## config.mk

```make
export PLATFORM = sky130hd
export DESIGN_NAME = smg_scan_driver
export DESIGN_NICKNAME = d
export VERILOG_FILES = /design/src/rtl/smg_scan_driver.sv
export SDC_FILE = /design/constraint.sdc
export NUM_CORES = 1
export LEC_CHECK = 0
export ABC_AREA = 1
export CAP_MARGIN = 20
export CORE_AREA = 2 2 61 92
export DETAILED_ROUTE_END_ITERATION = 10
export DIE_AREA = 0 0 63 94
export PLACE_DENSITY = 0.83
export SLEW_MARGIN = 20
export SYNTH_ARGS = -nofsm -noshare
export SYNTH_HDL_FRONTEND = slang
export SYNTH_SLANG_ARGS = --single-unit
```

## constraint.sdc

```tcl
create_clock -name SYS_CLK -period 5.2 [get_ports SYS_CLK]
set_input_delay 0.52 -clock SYS_CLK [delete_from_list [all_inputs] [get_ports SYS_CLK]]
set_output_delay 0.52 -clock SYS_CLK [all_outputs]
set_load 0.01 [all_outputs]
```

## src/rtl/smg_scan_driver.sv

```systemverilog
// Multiplexed seven-segment scan driver: per-frame shadow latch, leading-zero
// suppression, 16-level brightness PWM and an all-off guard at each slot start.
module smg_scan_driver #(
    parameter int CLK_HZ         = 50_000_000,
    parameter int SCAN_HZ        = 1000,
    parameter int DIGITS         = 3,
    parameter int GUARD          = 16,
    parameter bit SEG_ACTIVE_LOW = 1'b1,
    parameter bit DIG_ACTIVE_LOW = 1'b1
) (
    input  logic                  SYS_CLK,
    input  logic                  RESET_N,
    input  logic [4*DIGITS-1:0]   value,
    input  logic [DIGITS-1:0]     dp,
    input  logic [DIGITS-1:0]     blank,
    input  logic                  lz_en,
    input  logic [3:0]            bright,
    output logic                  frame_start,
    output logic [7:0]            SMG_SEG,
    output logic [DIGITS-1:0]     SMG_DIG
);

    localparam int SLOT  = CLK_HZ / (SCAN_HZ * DIGITS);
    localparam int PRE_W = (SLOT > 1) ? $clog2(SLOT) : 1;
    localparam int IDX_W = (DIGITS > 1) ? $clog2(DIGITS) : 1;

    localparam logic [PRE_W-1:0] PRE_LAST  = PRE_W'(SLOT - 1);
    localparam logic [PRE_W-1:0] PRE_PEN   = PRE_W'(SLOT - 2);
    localparam logic [PRE_W-1:0] PRE_GUARD = PRE_W'(GUARD);
    localparam logic [IDX_W-1:0] IDX_LAST  = IDX_W'(DIGITS - 1);

    generate
        if (SLOT < GUARD + 2) begin : g_slot_check
            $error("smg_scan_driver: SLOT=%0d is shorter than GUARD+2=%0d", SLOT, GUARD + 2);
        end
        if (DIGITS < 1 || DIGITS > 8) begin : g_digit_check
            $error("smg_scan_driver: DIGITS=%0d outside 1..8", DIGITS);
        end
    endgenerate

    function automatic logic [6:0] seg7(input logic [3:0] nib);
        logic [6:0] pat;
        case (nib)
            4'h0:    pat = 7'h3F;
            4'h1:    pat = 7'h06;
            4'h2:    pat = 7'h5B;
            4'h3:    pat = 7'h4F;
            4'h4:    pat = 7'h66;
            4'h5:    pat = 7'h6D;
            4'h6:    pat = 7'h7D;
            4'h7:    pat = 7'h07;
            4'h8:    pat = 7'h7F;
            4'h9:    pat = 7'h6F;
            4'hA:    pat = 7'h77;
            4'hB:    pat = 7'h7C;
            4'hC:    pat = 7'h39;
            4'hD:    pat = 7'h5E;
            4'hE:    pat = 7'h79;
            4'hF:    pat = 7'h71;
            default: pat = 7'h00;
        endcase
        return pat;
    endfunction

    logic [PRE_W-1:0]    pre_r;
    logic [IDX_W-1:0]    idx_r;
    logic [3:0]          pwm_r;
    logic [4*DIGITS-1:0] value_r;
    logic [DIGITS-1:0]   dp_r;
    logic [DIGITS-1:0]   blank_r;
    logic                lz_en_r;
    logic [3:0]          bright_r;

    logic                pre_last_s;
    logic                idx_last_s;
    logic                latch_s;
    logic [3:0]          nib_s;
    logic                all_zero_s;
    logic [DIGITS-1:0]   lz_dark_s;
    logic                dark_s;
    logic [7:0]          seg_s;
    logic [DIGITS-1:0]   dig_s;

    assign pre_last_s = (pre_r == PRE_LAST);
    assign idx_last_s = (idx_r == IDX_LAST);
    assign latch_s    = pre_last_s & idx_last_s;

    // Slot prescaler, digit index and free-running PWM phase.
    always_ff @(posedge SYS_CLK or negedge RESET_N) begin
        if (!RESET_N) begin
            pre_r <= '0;
            idx_r <= '0;
            pwm_r <= 4'd0;
        end else begin
            pwm_r <= pwm_r + 4'd1;
            if (pre_last_s) begin
                pre_r <= '0;
                if (idx_last_s) begin
                    idx_r <= '0;
                end else begin
                    idx_r <= idx_r + IDX_W'(1);
                end
            end else begin
                pre_r <= pre_r + PRE_W'(1);
            end
        end
    end

    // Frame shadow: blank resets to all ones so the first frame stays dark.
    always_ff @(posedge SYS_CLK or negedge RESET_N) begin
        if (!RESET_N) begin
            value_r  <= '0;
            dp_r     <= '0;
            blank_r  <= '1;
            lz_en_r  <= 1'b0;
            bright_r <= 4'd0;
        end else if (latch_s) begin
            value_r  <= value;
            dp_r     <= dp;
            blank_r  <= blank;
            lz_en_r  <= lz_en;
            bright_r <= bright;
        end
    end

    // Registered one cycle ahead so the pulse coincides with the latch cycle.
    always_ff @(posedge SYS_CLK or negedge RESET_N) begin
        if (!RESET_N) begin
            frame_start <= 1'b0;
        end else begin
            frame_start <= (pre_r == PRE_PEN) && idx_last_s;
        end
    end

    // Leading-zero mask: walk from the top digit while every nibble seen is zero.
    always_comb begin
        all_zero_s = 1'b1;
        lz_dark_s  = '0;
        for (int i = DIGITS - 1; i >= 1; i--) begin
            all_zero_s   = all_zero_s & (value_r[4*i +: 4] == 4'd0);
            lz_dark_s[i] = lz_en_r & all_zero_s;
        end
    end

    // Segment and digit-enable selection for the current slot.
    always_comb begin
        nib_s  = value_r[idx_r*4 +: 4];
        dark_s = blank_r[idx_r] | lz_dark_s[idx_r] | (bright_r == 4'd0);
        dig_s  = '0;
        if (dark_s) begin
            seg_s = 8'h00;
        end else begin
            seg_s = {dp_r[idx_r], seg7(nib_s)};
        end
        if ((pre_r >= PRE_GUARD) && !dark_s && ((bright_r == 4'hF) || (pwm_r < bright_r))) begin
            dig_s[idx_r] = 1'b1;
        end else begin
            dig_s = '0;
        end
    end

    // Output registers with polarity applied; reset drives everything inactive.
    always_ff @(posedge SYS_CLK or negedge RESET_N) begin
        if (!RESET_N) begin
            SMG_SEG <= {8{SEG_ACTIVE_LOW}};
            SMG_DIG <= {DIGITS{DIG_ACTIVE_LOW}};
        end else begin
            SMG_SEG <= seg_s ^ {8{SEG_ACTIVE_LOW}};
            SMG_DIG <= dig_s ^ {DIGITS{DIG_ACTIVE_LOW}};
        end
    end

endmodule

```

* Yosys cells after proc, flatten, opt, wreduce, memory -nomap -nowiden
Memories as Yosys holds them, arrays and structs flattened.
Cells that the tools add are included.
** Word-level totals
- Flip-flop bits (word level) :: 56
- Memory bits (read-only) :: 112
- Bits of input ports :: 25
- Output and inout bits :: 12
- Logic and storage cells :: 53
- Memories kept :: 1
** Cells by class
- Add/subtract/negate cells :: 3
- $lt $le $gt $ge :: 4
- Eq/ne operators :: 4
- Shift-type cells :: 1
- Multiplexer cells :: 12
- Bitwise logic cells :: 8
- Reduce and logical (&&, ||, !) cells :: 9
** Memories
- (name not given) :: depth 16, width 7, read ports 1, clocked after memory_dff 0, wr ports 0, RTL line 43 : case (nib)
** Operator list (number)
- $eq A15 B15 Y1 const B :: 2
- $add A15 B1 Y15 const B :: 1
- $ge A15 B5 Y1 const B :: 1
- $mux W15 :: 1
- $logic_not A4 Y1 :: 3
- $shiftx A12 B5 Y4 :: 1
- $mux W8 :: 1
- $not A8 Y8 :: 1
- $bmux W1 S2 :: 3
- $add A4 B1 Y4 const B :: 1
- $and A1 B1 Y1 :: 4
- $eq A4 B4 Y1 const B :: 1
- $logic_and A1 B1 Y1 :: 4
- $lt A4 B4 Y1 :: 1
- $mux W1 :: 4
- $lt A2 B3 Y1 const B :: 1
- $mux W3 :: 1
- $not A3 Y3 :: 1
- $add A2 B1 Y2 const B :: 1
- $demux W1 S2 :: 1
- $eq A2 B2 Y1 const B :: 1
- $ge A2 B1 Y1 const B :: 1
- $mux W2 :: 1
- $or A1 B1 Y1 :: 2
- 2 further kinds :: 2

* Depth between registers and ports, before layout
- Word-level depth :: 12
- Mapped depth :: 12
- Gate-level depth less buffers :: 11

* Worst setup path after synthesis
OpenSTA, ideal clock, no wires.
- Path kind :: reg2reg
- Start :: register idx_r[0]
- End :: register SMG_SEG[0]
- Library setup time :: 0.083 ns
- Arrival time :: 1.546 ns
- Data required time :: 5.117 ns
- Setup slack :: 3.572 ns
- Cell stages (with the launch flop) :: 13
- Buffers on the path :: 1
- Clock period less this slack :: 1.628 ns
- Cells stage by stage :: dfrtp_1 > buf_2 > inv_2 > nand2_2 > inv_2 > nand2_1 > nand3_1 > inv_1 > ha_1 > inv_1 > nand2_1 > nand3_1 > nand3_1
** Between the ends
- Longest elaborated chain between the ends :: 6
- Elaborated cells on any way between the ends :: 10
- Those cells by class :: shift (1); mux (5); bitwise (3); memory (1)
** Ends and longest elaborated chain
- start, declared :: RTL line 66 : logic [IDX_W-1:0] idx_r;
- start signal, assigned :: RTL line 101 : idx_r <= idx_r + IDX_W'(1);
- parallel branches: the longest is 4 deep, another holds $mem_v2 Z16 W7
- $mux W8 * :: RTL line 150 : if (dark_s) begin
- $not A8 Y8 (no line) *
- end signal, assigned :: RTL line 165 : SMG_SEG <= {8{SEG_ACTIVE_LOW}};
- end signal, assigned :: RTL line 168 : SMG_SEG <= seg_s ^ {8{SEG_ACTIVE_LOW}};
- end, declared :: RTL line 19 : output logic [7:0] SMG_SEG,
Mark *: on every way between the ends. The select of a mux whose other input is x is not followed.
A chain may end at the register's enable or synchronous reset.

* Worst setup path after layout
- Start :: register idx_r[0]
- End :: register SMG_SEG[3]
The elaborated chain is that of the path after synthesis.

==> impl_table.tex <==
\begin{tabular}{lr}
\hline
Metric & Value \\
\hline
\multicolumn{2}{l}{\textbf{Logic synthesis}} \\
\quad Post-synth top flop & sky130\_fd\_sc\_hd\_\_dfrtp\_1 \\
\quad Number of warnings issued by yosys & 0 \\
\quad Share of Yosys cell area claimed by the top area cell type & 35.1\% \\
\quad Post-synthesis instance area & 2990 um\^{}2 \\
\quad Number of synthesized flops with an enable pin & 0 \\
\quad Post-synthesis sequential area ratio & 47.4\% \\
\quad Gate Count Post-Synth & 363 \\
\quad Post-synth ARST share & 100\% \\
\quad Synthesized area per cell & 8.24 um\^{}2 \\
\quad Synth area leaders & sky130\_fd\_sc\_hd\_\_dfrtp\_1, sky130\_fd\_sc\_hd\_\_dfstp\_2, sky130\_fd\_sc\_hd\_\_nand2\_1 \\
\quad Flip-flop and latch count after synthesis & 56 \\
\quad Synth unique cells & 27 \\
\quad Net count after synthesis & 400 \\
\quad Largest area contributor in the synthesized netlist & sky130\_fd\_sc\_hd\_\_dfrtp\_1 \\
\multicolumn{2}{l}{\textbf{Timing}} \\
\quad Maximum clock frequency & 514 MHz \\
\quad Number of failing hold endpoints at the final stage & 0 \\
\quad Final count of negative-setup-slack endpoints & 0 \\
\quad Period Utilization, post-route & 37.4\% \\
\quad Count of final max-slew check failures & 0 \\
\quad Setup TNS & 0 ns \\
\quad Slew Limit Headroom & 55.6\% \\
\quad Transition time at the pin with the least slew margin & 0.665 ns \\
\quad Clock period minus worst slack & 1.95 ns \\
\quad RSZ-0062 raised after global routing & no \\
\quad Worst clock skew & 0.00658 ns \\
\multicolumn{2}{l}{\textbf{Die}} \\
\quad Initial core utilization & 58.8\% \\
\quad Placeable core region & 5080 um\^{}2 \\
\quad Area of the die & 5920 um\^{}2 \\
\quad Die span in y & 94 um \\
\quad Floorplan die width & 63 um \\
\quad Top Ports & 37 \\
\quad Total number of placement rows & 32 \\
\multicolumn{2}{l}{\textbf{CTS}} \\
\quad Register clock-pin slew on the reported worst setup and hold paths & 0.10 ns \\
\quad Gates resized, CTS repair & 0 \\
\quad Root cell of the clock tree & sky130\_fd\_sc\_hd\_\_clkbuf\_8 \\
\quad Clock Latency Late Sink & 0.31 ns \\
\quad Post-CTS Setup Repair Bufs & 0 \\
\quad TritonCTS clock tree & done \\
\quad Number of buffers inserted by hold repair at cts & 0 \\
\quad Maximum number of buffers from clock root to sink & 2 \\
\quad H-tree levels & 2 \\
\quad Num CTS Buffers & 5 \\
\quad Clk sink count & 56 \\
\multicolumn{2}{l}{\textbf{Final layout}} \\
\quad Area of the multi-input gates & 1260 um\^{}2 \\
\quad Net total in the final layout & 438 \\
\quad Fraction of layout cells with a size suffix above 1 & 12.2\% \\
\quad Post-layout utilization of the core & 68.6\% \\
\quad Fin area & 3490 um\^{}2 \\
\quad Layout fillers & 422 \\
\quad Count of inserted antenna diode cells & 0 \\
\quad Area taken by flip-flops and latches & 1420 um\^{}2 \\
\quad Post-synthesis to final-layout area growth & 16.6\% \\
\multicolumn{2}{l}{\textbf{Place}} \\
\quad Placed Area & 3380 um\^{}2 \\
\quad HPWL Detailed & 3960 um \\
\quad Weighted congestion at the end of routability-driven global placement & 0.924 \\
\quad Number of port buffers & 36 \\
\multicolumn{2}{l}{\textbf{Worst setup path}} \\
\quad Crit path kind & reg -> reg \\
\quad Largest stage delay, worst path & 0.51 ns \\
\quad Critical Path End Type & flip-flop \\
\quad Worst Setup Start Kind & flip-flop \\
\quad CP max-delay cell & sky130\_fd\_sc\_hd\_\_dfrtp\_1 \\
\quad Ordered cell list for the critical path & inv\_2 > nand2\_2 > inv\_2 > nand2\_1 > nand3\_1 > inv\_1 > ha\_1 > inv\_1 > nand2\_1 > nand3\_1 > nand3\_1 \\
\quad Most common cell type on the critical path & sky130\_fd\_sc\_hd\_\_nand3\_1 \\
\quad Arrival @ worst endpoint & 2.17 ns \\
\quad Peak fanout along the critical path & 8 \\
\quad Required time worst endpoint & 5.42 ns \\
\quad Number of cells on the critical path & 11 \\
\quad WP buf/inv & 4 \\
\quad Number of cell instances on the worst register-to-register path & 11 \\
\quad CP delay by family, top & simple AND/OR/NAND/NOR gates \\
\multicolumn{2}{l}{\textbf{Global routing}} \\
\quad Wire length of the first global-routing pass & 9720 um \\
\quad Largest net degree at the start of global routing & 57 \\
\quad Number of global-route vias before repair & 2274 \\
\quad Global routing usage summed across all routing layers & 20.8\% \\
\quad GRT Residual Overflow & 0 \\
\quad Antenna violations before repair & 0 \\
\multicolumn{2}{l}{\textbf{Drt}} \\
\quad Wire length on met1 & 2310 um \\
\quad 1st-iter DRT viols & 118 \\
\quad DR DRC count & 0 \\
\quad Antenna-violating nets left & 0 \\
\quad Via count & 2351 \\
\quad DR WL met3 & 155 um \\
\quad Vias per std cell & 5.00 \\
\quad Amount of wire on met2 after detailed routing & 2800 um \\
\quad Pre-Repair DR Iteration Count & 5 \\
\quad Routed length per placed instance & 11.5 um \\
\quad Highest metal used & met4 \\
\quad Drt total wl & 5400 um \\
\multicolumn{2}{l}{\textbf{Run status}} \\
\quad Run status & finished clean \\
\multicolumn{2}{l}{\textbf{Power}} \\
\quad Lkg Pwr & 0.00179 uW \\
\quad PD cells & 214 nW/um\^{}2 \\
\quad Worst ir drop on vdd & 0.136 mV \\
\quad Total power of the final layout & 747 uW \\
\multicolumn{2}{l}{\textbf{Flow run}} \\
\quad Max-capacitance violation count & 0 \\
\multicolumn{2}{l}{\textbf{Min path}} \\
\quad Class of the worst hold path & in -> async \\
\hline
\end{tabular}
==> kinds of logic (layout without fill, tap and decap cells) <==
| group | count (synthesis) | in the layout | share of synthesized area, % |
|---|---|---|---|
| AND/OR/NAND/NOR | 175 | 175 | 26.3 |
| buffers and inverters | 75 | 114 | 10.6 |
| flip-flops | 56 | 56 | 47.4 |
| AO/OA/AOI/OAI | 33 | 33 | 7.15 |
| adder cells (fa/ha/maj) | 12 | 12 | 5.02 |
| XOR/XNOR | 12 | 12 | 3.51 |
==> report_power, final <==
group          total (uW)  switching (uW)  internal, uW  leakage [uW]
Sequential            436               0           436      0.000611
Clock                 282             139           143     0.0000552
Combinational        30.0            13.1          16.8       0.00112
==> flip-flops by register name, summed over array words and instances (netlist names) <==
signal and flops:
SMG_DIG 3, bright_r 4, pwm_r 4, frame_start 1, idx_r 2, SMG_SEG 8
dp_r 3, lz_en_r 1, blank_r 3, value_r 12, pre_r 15
==> layer usage <==
layer,GRT usage [%],vias up
li1,-,1201
met1,24.1,1077
met2,37.6,64
met3,2.64,9
met4,10.2,0
met5,0,-
==> cell usage after synthesis, types with 2 or more instances <==
| cell type | number |
|---|---|
| sky130_fd_sc_hd__nand2_2 | 3 |
| sky130_fd_sc_hd__nand2_1 | 87 |
| sky130_fd_sc_hd__nor2_2 | 5 |
| sky130_fd_sc_hd__inv_2 | 3 |
| sky130_fd_sc_hd__xnor2_1 | 3 |
| sky130_fd_sc_hd__nor3_1 | 12 |
| sky130_fd_sc_hd__ha_1 | 12 |
| sky130_fd_sc_hd__o21ai_0 | 5 |
| sky130_fd_sc_hd__dfstp_2 | 14 |
| sky130_fd_sc_hd__nor2_1 | 24 |
| sky130_fd_sc_hd__nand3_1 | 33 |
| sky130_fd_sc_hd__nand4_1 | 8 |
| sky130_fd_sc_hd__dfrtp_1 | 42 |
| sky130_fd_sc_hd__a21oi_2 | 2 |
| sky130_fd_sc_hd__xor2_1 | 9 |
| sky130_fd_sc_hd__inv_1 | 65 |
| sky130_fd_sc_hd__o21ai_1 | 14 |
| sky130_fd_sc_hd__o21ai_2 | 10 |
| sky130_fd_sc_hd__buf_6 | 4 |
==> cells in the final DEF (no fill, tap or decap), drive strengths merged, types with 2 or more instances in the layout <==
master,instances
dfrtp,42
o21ai,29
xnor2,3
dfstp,14
a21oi,3
clkinv,2
nor3,13
inv,68
nand3,34
nand4,8
ha,12
buf,2
clkbuf,6
xor2,9
nand2,90
nor2,30
clkdlybuf4s50,35
==> final timing paths <==
kind	from	end	slack, ns
min	RESET_N	pre_r[6]	0.32
max reg2reg	idx_r[0]	SMG_SEG[3]	3.25
max in group asynchronous	RESET_N	value_r[7]	4.43
max	idx_r[0]	SMG_SEG[3]	3.25
min in group SYS_CLK	pwm_r[0]	pwm_r[0]	0.48
min reg2reg	pwm_r[0]	pwm_r[0]	0.48
==> area by class of cell <==
class | instances | area share [%]
sequential | 56 | 40.7
multi-input combinational | 232 | 36.0
timing repair buffer | 37 | 10.4
inverter | 69 | 7.42
tap | 68 | 2.44
clock buffer | 6 | 2.08
clock inverter | 2 | 1.00
==> through the flow <==
stage | instances | hold slack [ns] | setup WS, ns
2_1_floorplan | 363 | 0.224 | 3.57
3_5_place_dp | 462 | 0.467 | 3.30
4_1_cts | 470 | 0.346 | 3.27
3_3_place_gp | 462 | 0.460 | 3.36
6_report | 470 | 0.319 | 3.25
5_1_grt | 470 | 0.399 | 3.05
Power figures use the tool's default switching activity.
==> edit 1: new RTL, same settings <==
`DIG_ACTIVE_LOW`: 1'b1 -> 1'b0.
--- a/src/rtl/smg_scan_driver.sv
+++ b/src/rtl/smg_scan_driver.sv
@@ -7,5 +7,5 @@
     parameter int GUARD          = 16,
     parameter bit SEG_ACTIVE_LOW = 1'b1,
-    parameter bit DIG_ACTIVE_LOW = 1'b1
+    parameter bit DIG_ACTIVE_LOW = 1'b0
 ) (
     input  logic                  SYS_CLK,
Function: changed (a bounded check fails within 4 cycles, from zero or initial values and one cycle with RESET_N low).
==> edit 1 against the original RTL <==
Area after synthesis decreased by 1.2%. Combinational power decreased by 10%. Global-route usage increased by 1.5 points. Sequential cell count unchanged. Highest routed layer unchanged. Via count increased by 1.9%. Total power decreased by 1.6%. Worst setup slack got worse by 0.28 ns. Wire length increased by 7.1%. Cell area decreased by 1.7%. Cell count decreased by 1.9%. Sequential share of layout area increased by 0.59 points. Synthesized cell count decreased by 1.4%. Critical endpoint unchanged. First-iteration DRC count decreased by 33%.
==> edit 1: results (changes against the original RTL) <==
VDD IR max 0.1529 mV (+13%); clock latency on the worst-skew pair 0.31 ns (about the same); GRT Overall Usage 22.28% (+1.5 points); post-synthesis mux area share 0% (unchanged); M1 GR Usage 24.32% (+0.20 points); Synth Area in XOR/XNOR 2.370% (-1.1 points); global-route wire length before repair 10360 µm (+6.7%); M3 GR Usage 3.237% (+0.60 points); Via density 5.195 (+3.9%); Post-CTS Setup Inserts 0 (unchanged); Post-Route Utilization 67.47% (-1.2 points); register area share after synthesis 47.86% (+0.44 points); Crit-path slowest cell nor2_4; vias in the first global route 2416 (+6.2%); DRT iter0 DRCs 79 (-33%); CP arrival 2.47 ns (+0.30 ns); worst slew pin tran 0.6725 ns (+0.007206 ns); worst reg2reg path depth 9 (-2); NetSw 0.1425 mW (-6.1%); post-synthesis adder-cell area fraction 5.078% (+0.059 points); synth unique cells 29 (+7.4%); Regs by FF count pre_r (15), value_r (12), SMG_SEG (8); largest cells by area after synthesis dfrtp_1, nand2_1, dfstp_2, nand3_1, ha_1; cell family with most CP delay simple AND/OR/NAND/NOR gates; Post-DP Area 3328 µm² (-1.6%); worst clock skew 0.006620 ns (+0.00004344 ns); htree depth 2 (unchanged); slowest cell delay on critical path 0.59 ns (+0.08 ns); Synth Area in Compound Gates 3.259% (-3.9 points); Num CTS Buffers 5 (unchanged); Synth top cells by count nand2_1, nand3_1, dfrtp_1, inv_1, nor2_1; gp weighted congestion 0.9072 (-1.8%); Pre-antenna DRT Iters 4 (-1); FFs w/ async S/R, synth 100.0% (unchanged); Post-DP HPWL 4400 µm (+11%); pin count of the biggest net entering global routing 57 (unchanged); layout net count 430 (-1.8%); Fill cells 454 (+7.6%); status completed; fraction of layout instances using a drive strength above 1 11.70% (-0.48 points); initial antenna violation count 0 (unchanged); post-CTS sizing 0 (unchanged); GR Layer Usage met2 41.31% (+3.7 points); Worst-path clk slew 0.09 ns; final WL 5783 µm (+7.1%); Clock Tree Buf Depth 2 (unchanged); syn nets 395 (-1.3%); Leak 1.651 nW (-7.7%); CTS tree built; worst-path fanout max 31 (+23)
## edit 1: power by group through the flow
stage               sequential [mW]  combinational, mW  clock [mW]
floorplan                     0.444          0.0000907           0
global placement              0.444             0.0277           0
CTS                           0.436             0.0277       0.276
global route                  0.436             0.0299       0.294
finish                        0.436             0.0269       0.273
detailed placement            0.444             0.0278           0
## edit 1: final cells by class
type / count / share of cell area (%)
multi-input combinational: 253 / 38.33
inverter: 40 / 4.376
sequential: 56 / 41.25
timing repair buffer: 37 / 10.58
tap: 68 / 2.480
clock buffer: 6 / 2.115
clock inverter: 1 / 0.8753
## edit 1: through the flow
| stage | hold slack, ns | setup slack, ns | std cells |
|---|---|---|---|
| floorplan | 0.2244 | 3.588 | 358 |
| global placement | 0.4503 | 3.085 | 454 |
| detailed placement | 0.4566 | 3.022 | 454 |
| CTS | 0.3596 | 2.974 | 461 |
| global route | 0.4057 | 2.700 | 461 |
| finish | 0.3246 | 2.971 | 461 |
## edit 1: path summary, 6_finish.rpt
path | from | endpoint | slack (ns)
setup / recovery | idx_r[0] | SMG_SEG[3] | 2.97
max in group asynchronous | RESET_N | value_r[4] | 4.43
setup reg to reg | idx_r[0] | SMG_SEG[3] | 2.97
hold / removal | RESET_N | pwm_r[3] | 0.32
hold reg to reg | blank_r[2] | blank_r[2] | 0.47
min in group SYS_CLK | blank_r[2] | blank_r[2] | 0.47
## edit 1: kinds of logic after synthesis
group           Yosys count
compound gates           16
simple gates            217
buf+inv                  49
xor+xnor                  8
fa+ha+maj                12
flops                    56
## edit 1: routing by layer
layer  part of all wire, %  vias to the layer above  routed length [µm]
li1                      -                     1206                   -
met1                    39                     1113                2243
met2                    55                       55                3167
met3                   2.9                       21                 166
met4                   3.6                        0                 206
met5                     0                        -                   0
==> edit 2: new RTL, same flow settings <==
Made on the original files. Register the inputs `value`, `dp`, `blank`, `lz_en` and `bright` before use. The logic sees them one clock later.
--- a/src/rtl/smg_scan_driver.sv
+++ b/src/rtl/smg_scan_driver.sv
@@ -29,4 +29,18 @@
     localparam logic [PRE_W-1:0] PRE_GUARD = PRE_W'(GUARD);
     localparam logic [IDX_W-1:0] IDX_LAST  = IDX_W'(DIGITS - 1);
+
+    logic [4*DIGITS-1:0] value_q;
+    logic [DIGITS-1:0] dp_q;
+    logic [DIGITS-1:0] blank_q;
+    logic lz_en_q;
+    logic [3:0] bright_q;
+
+    always_ff @(posedge SYS_CLK) begin
+        value_q  <= value;
+        dp_q     <= dp;
+        blank_q  <= blank;
+        lz_en_q  <= lz_en;
+        bright_q <= bright;
+    end
 
     generate
@@ -116,9 +130,9 @@
             bright_r <= 4'd0;
         end else if (latch_s) begin
-            value_r  <= value;
-            dp_r     <= dp;
-            blank_r  <= blank;
-            lz_en_r  <= lz_en;
-            bright_r <= bright;
+            value_r  <= value_q;
+            dp_r     <= dp_q;
+            blank_r  <= blank_q;
+            lz_en_r  <= lz_en_q;
+            bright_r <= bright_q;
         end
     end
Function: same outputs for any inputs over 10 cycles, from zero or initial values and one cycle with RESET_N low; that may be too few to reach the edited logic, so the function may still have changed.
==> edit 2 against the original RTL <==
Sequential cell count grew 23. Total power rose by 47%. Worst setup slack improved by 0.021 ns. Critical endpoint is now SMG_SEG[3]. Die area did not move. Area after synthesis rose by 15%. Sequential power increased by 43%. Cell area is 16% higher. Wire length grew 20%.
==> edit 2: results (changes against the original RTL) <==
status completed; cell family with most CP delay buffers and inverters; post-CTS sizing 0 (unchanged); Leak 1.912 nW (+6.9%); CP arrival 1.40 ns (-0.77 ns); dominant synthesized flop cell dfrtp_1; worst clock skew 0.009162 ns (+0.002586 ns); Worst-path clk slew 0.08 ns (-0.02 ns); FFs w/ async S/R, synth 70.89% (-29 points); PortBufs 36 (unchanged); vias post-DR 2563 (+9.0%); Synth top cells by count nand2_1, inv_1, dfrtp_1, nand3_1, nor2_1; worst reg2reg path depth 11 (unchanged); GRT Overall Usage 25.25% (+4.4 points); initial antenna violation count 0 (unchanged); synth unique cells 28 (+3.7%); DRT iter0 DRCs 140 (+19%); worst-path fanout max 1 (-7); VDD IR max 0.3899 mV (+190%); Post-CTS Setup Inserts 0 (unchanged); gp weighted congestion 0.8907 (-3.6%); Crit-path slowest cell clkdlybuf4s50_1; # hold bufs at CTS 0 (unchanged); largest cells by area after synthesis dfrtp_1, dfxtp_1, dfstp_2, nand2_1, inv_1; Post-DP HPWL 4896 µm (+24%); Regs by FF count pre_r (15), value_q (12), value_r (12); layout net count 465 (+6.2%); htree depth 3 (+1); Synth Warn # 0 (unchanged); clock latency on the worst-skew pair 0.34 ns (+0.03 ns); Num CTS Buffers 9 (+4); Pre-antenna DRT Iters 4 (-1); slowest cell delay on critical path 0.54 ns (+0.03 ns); diode count 0 (unchanged); wire length per cell 12.92 µm (+12%); class of the worst hold path in -> async; Layout Cells excl Fill 501 (+6.6%); post-synthesis cell count 386 (+6.3%); pin count of the biggest net entering global routing 57 (unchanged); register area share after synthesis 54.44% (+7.0 points); global-route wire length before repair 11470 µm (+18%); placed insts 485 (+5.0%); Worst slew margin 54.91% (-0.74 points); fraction of layout instances using a drive strength above 1 13.16% (+0.97 points); CTS Root Cell clkbuf_8; Fill cells 346 (-18%); Clock Tree Buf Depth 2 (unchanged); syn nets 423 (+5.8%)
-- edit 2: cell types whose count changed after synthesis --
cell / change
dfxtp_1: +23
-- edit 2: area by class of cell --
| type | count | area (µm²) | area share (%) |
|---|---|---|---|
| sequential | 79 | 1879 | 46.52 |
| multi-input combinational | 232 | 1256 | 31.09 |
| timing repair buffer | 37 | 362.8 | 8.981 |
| inverter | 69 | 259.0 | 6.411 |
| clock buffer | 10 | 127.6 | 3.159 |
| tap | 68 | 85.08 | 2.106 |
| clock inverter | 6 | 70.07 | 1.734 |
-- edit 2: stage by stage --
stage | instance area, µm² | worst slack, ns | utilization [%]
detailed placement | 3842 | 3.350 | 75.57
global route | 4040 | 3.104 | 79.45
CTS | 4040 | 3.253 | 79.45
floorplan | 3452 | 3.572 | -
finish | 4040 | 3.276 | 79.45
global placement | 3842 | 3.471 | 75.57
-- edit 2: final timing paths --
check / startpoint / endpoint / slack (ns)
max: SMG_SEG[3] / SMG_SEG[3] / 3.28
min: RESET_N / pre_r[12] / 0.29
max reg2reg: idx_r[0] / SMG_SEG[0] / 3.34
min reg2reg: blank_q[2] / blank_r[2] / 0.40
max in group asynchronous: RESET_N / pre_r[7] / 4.45
min in group SYS_CLK: blank_q[2] / blank_r[2] / 0.40
-- edit 2: cells by family (layout without fill, tap and decap cells) --
| group | after synthesis | count (layout) | share of synthesized area [%] |
|---|---|---|---|
| buffers and inverters | 75 | 122 | 9.170 |
| XOR/XNOR | 12 | 12 | 3.045 |
| AO/OA/AOI/OAI | 33 | 33 | 6.198 |
| adder cells (fa/ha/maj) | 12 | 12 | 4.349 |
| flip-flops | 79 | 79 | 54.44 |
| AND/OR/NAND/NOR | 175 | 175 | 22.80 |
-- edit 2: power by group --
group          switching, mW  internal (mW)  leakage (nW)
Clock                  0.219          0.224        0.0891
Combinational         0.0130         0.0168         0.913
Sequential           0.00232          0.621         0.909
-- edit 2: routing by layer --
layer / share of wire (%) / wire (µm) / GRT usage, %
met1: 40 / 2607 / 28.73
met4: 2.0 / 129 / 10.37
met2: 55 / 3530 / 46.63
met5: 0 / 0 / 0
met3: 3.2 / 205 / 3.957
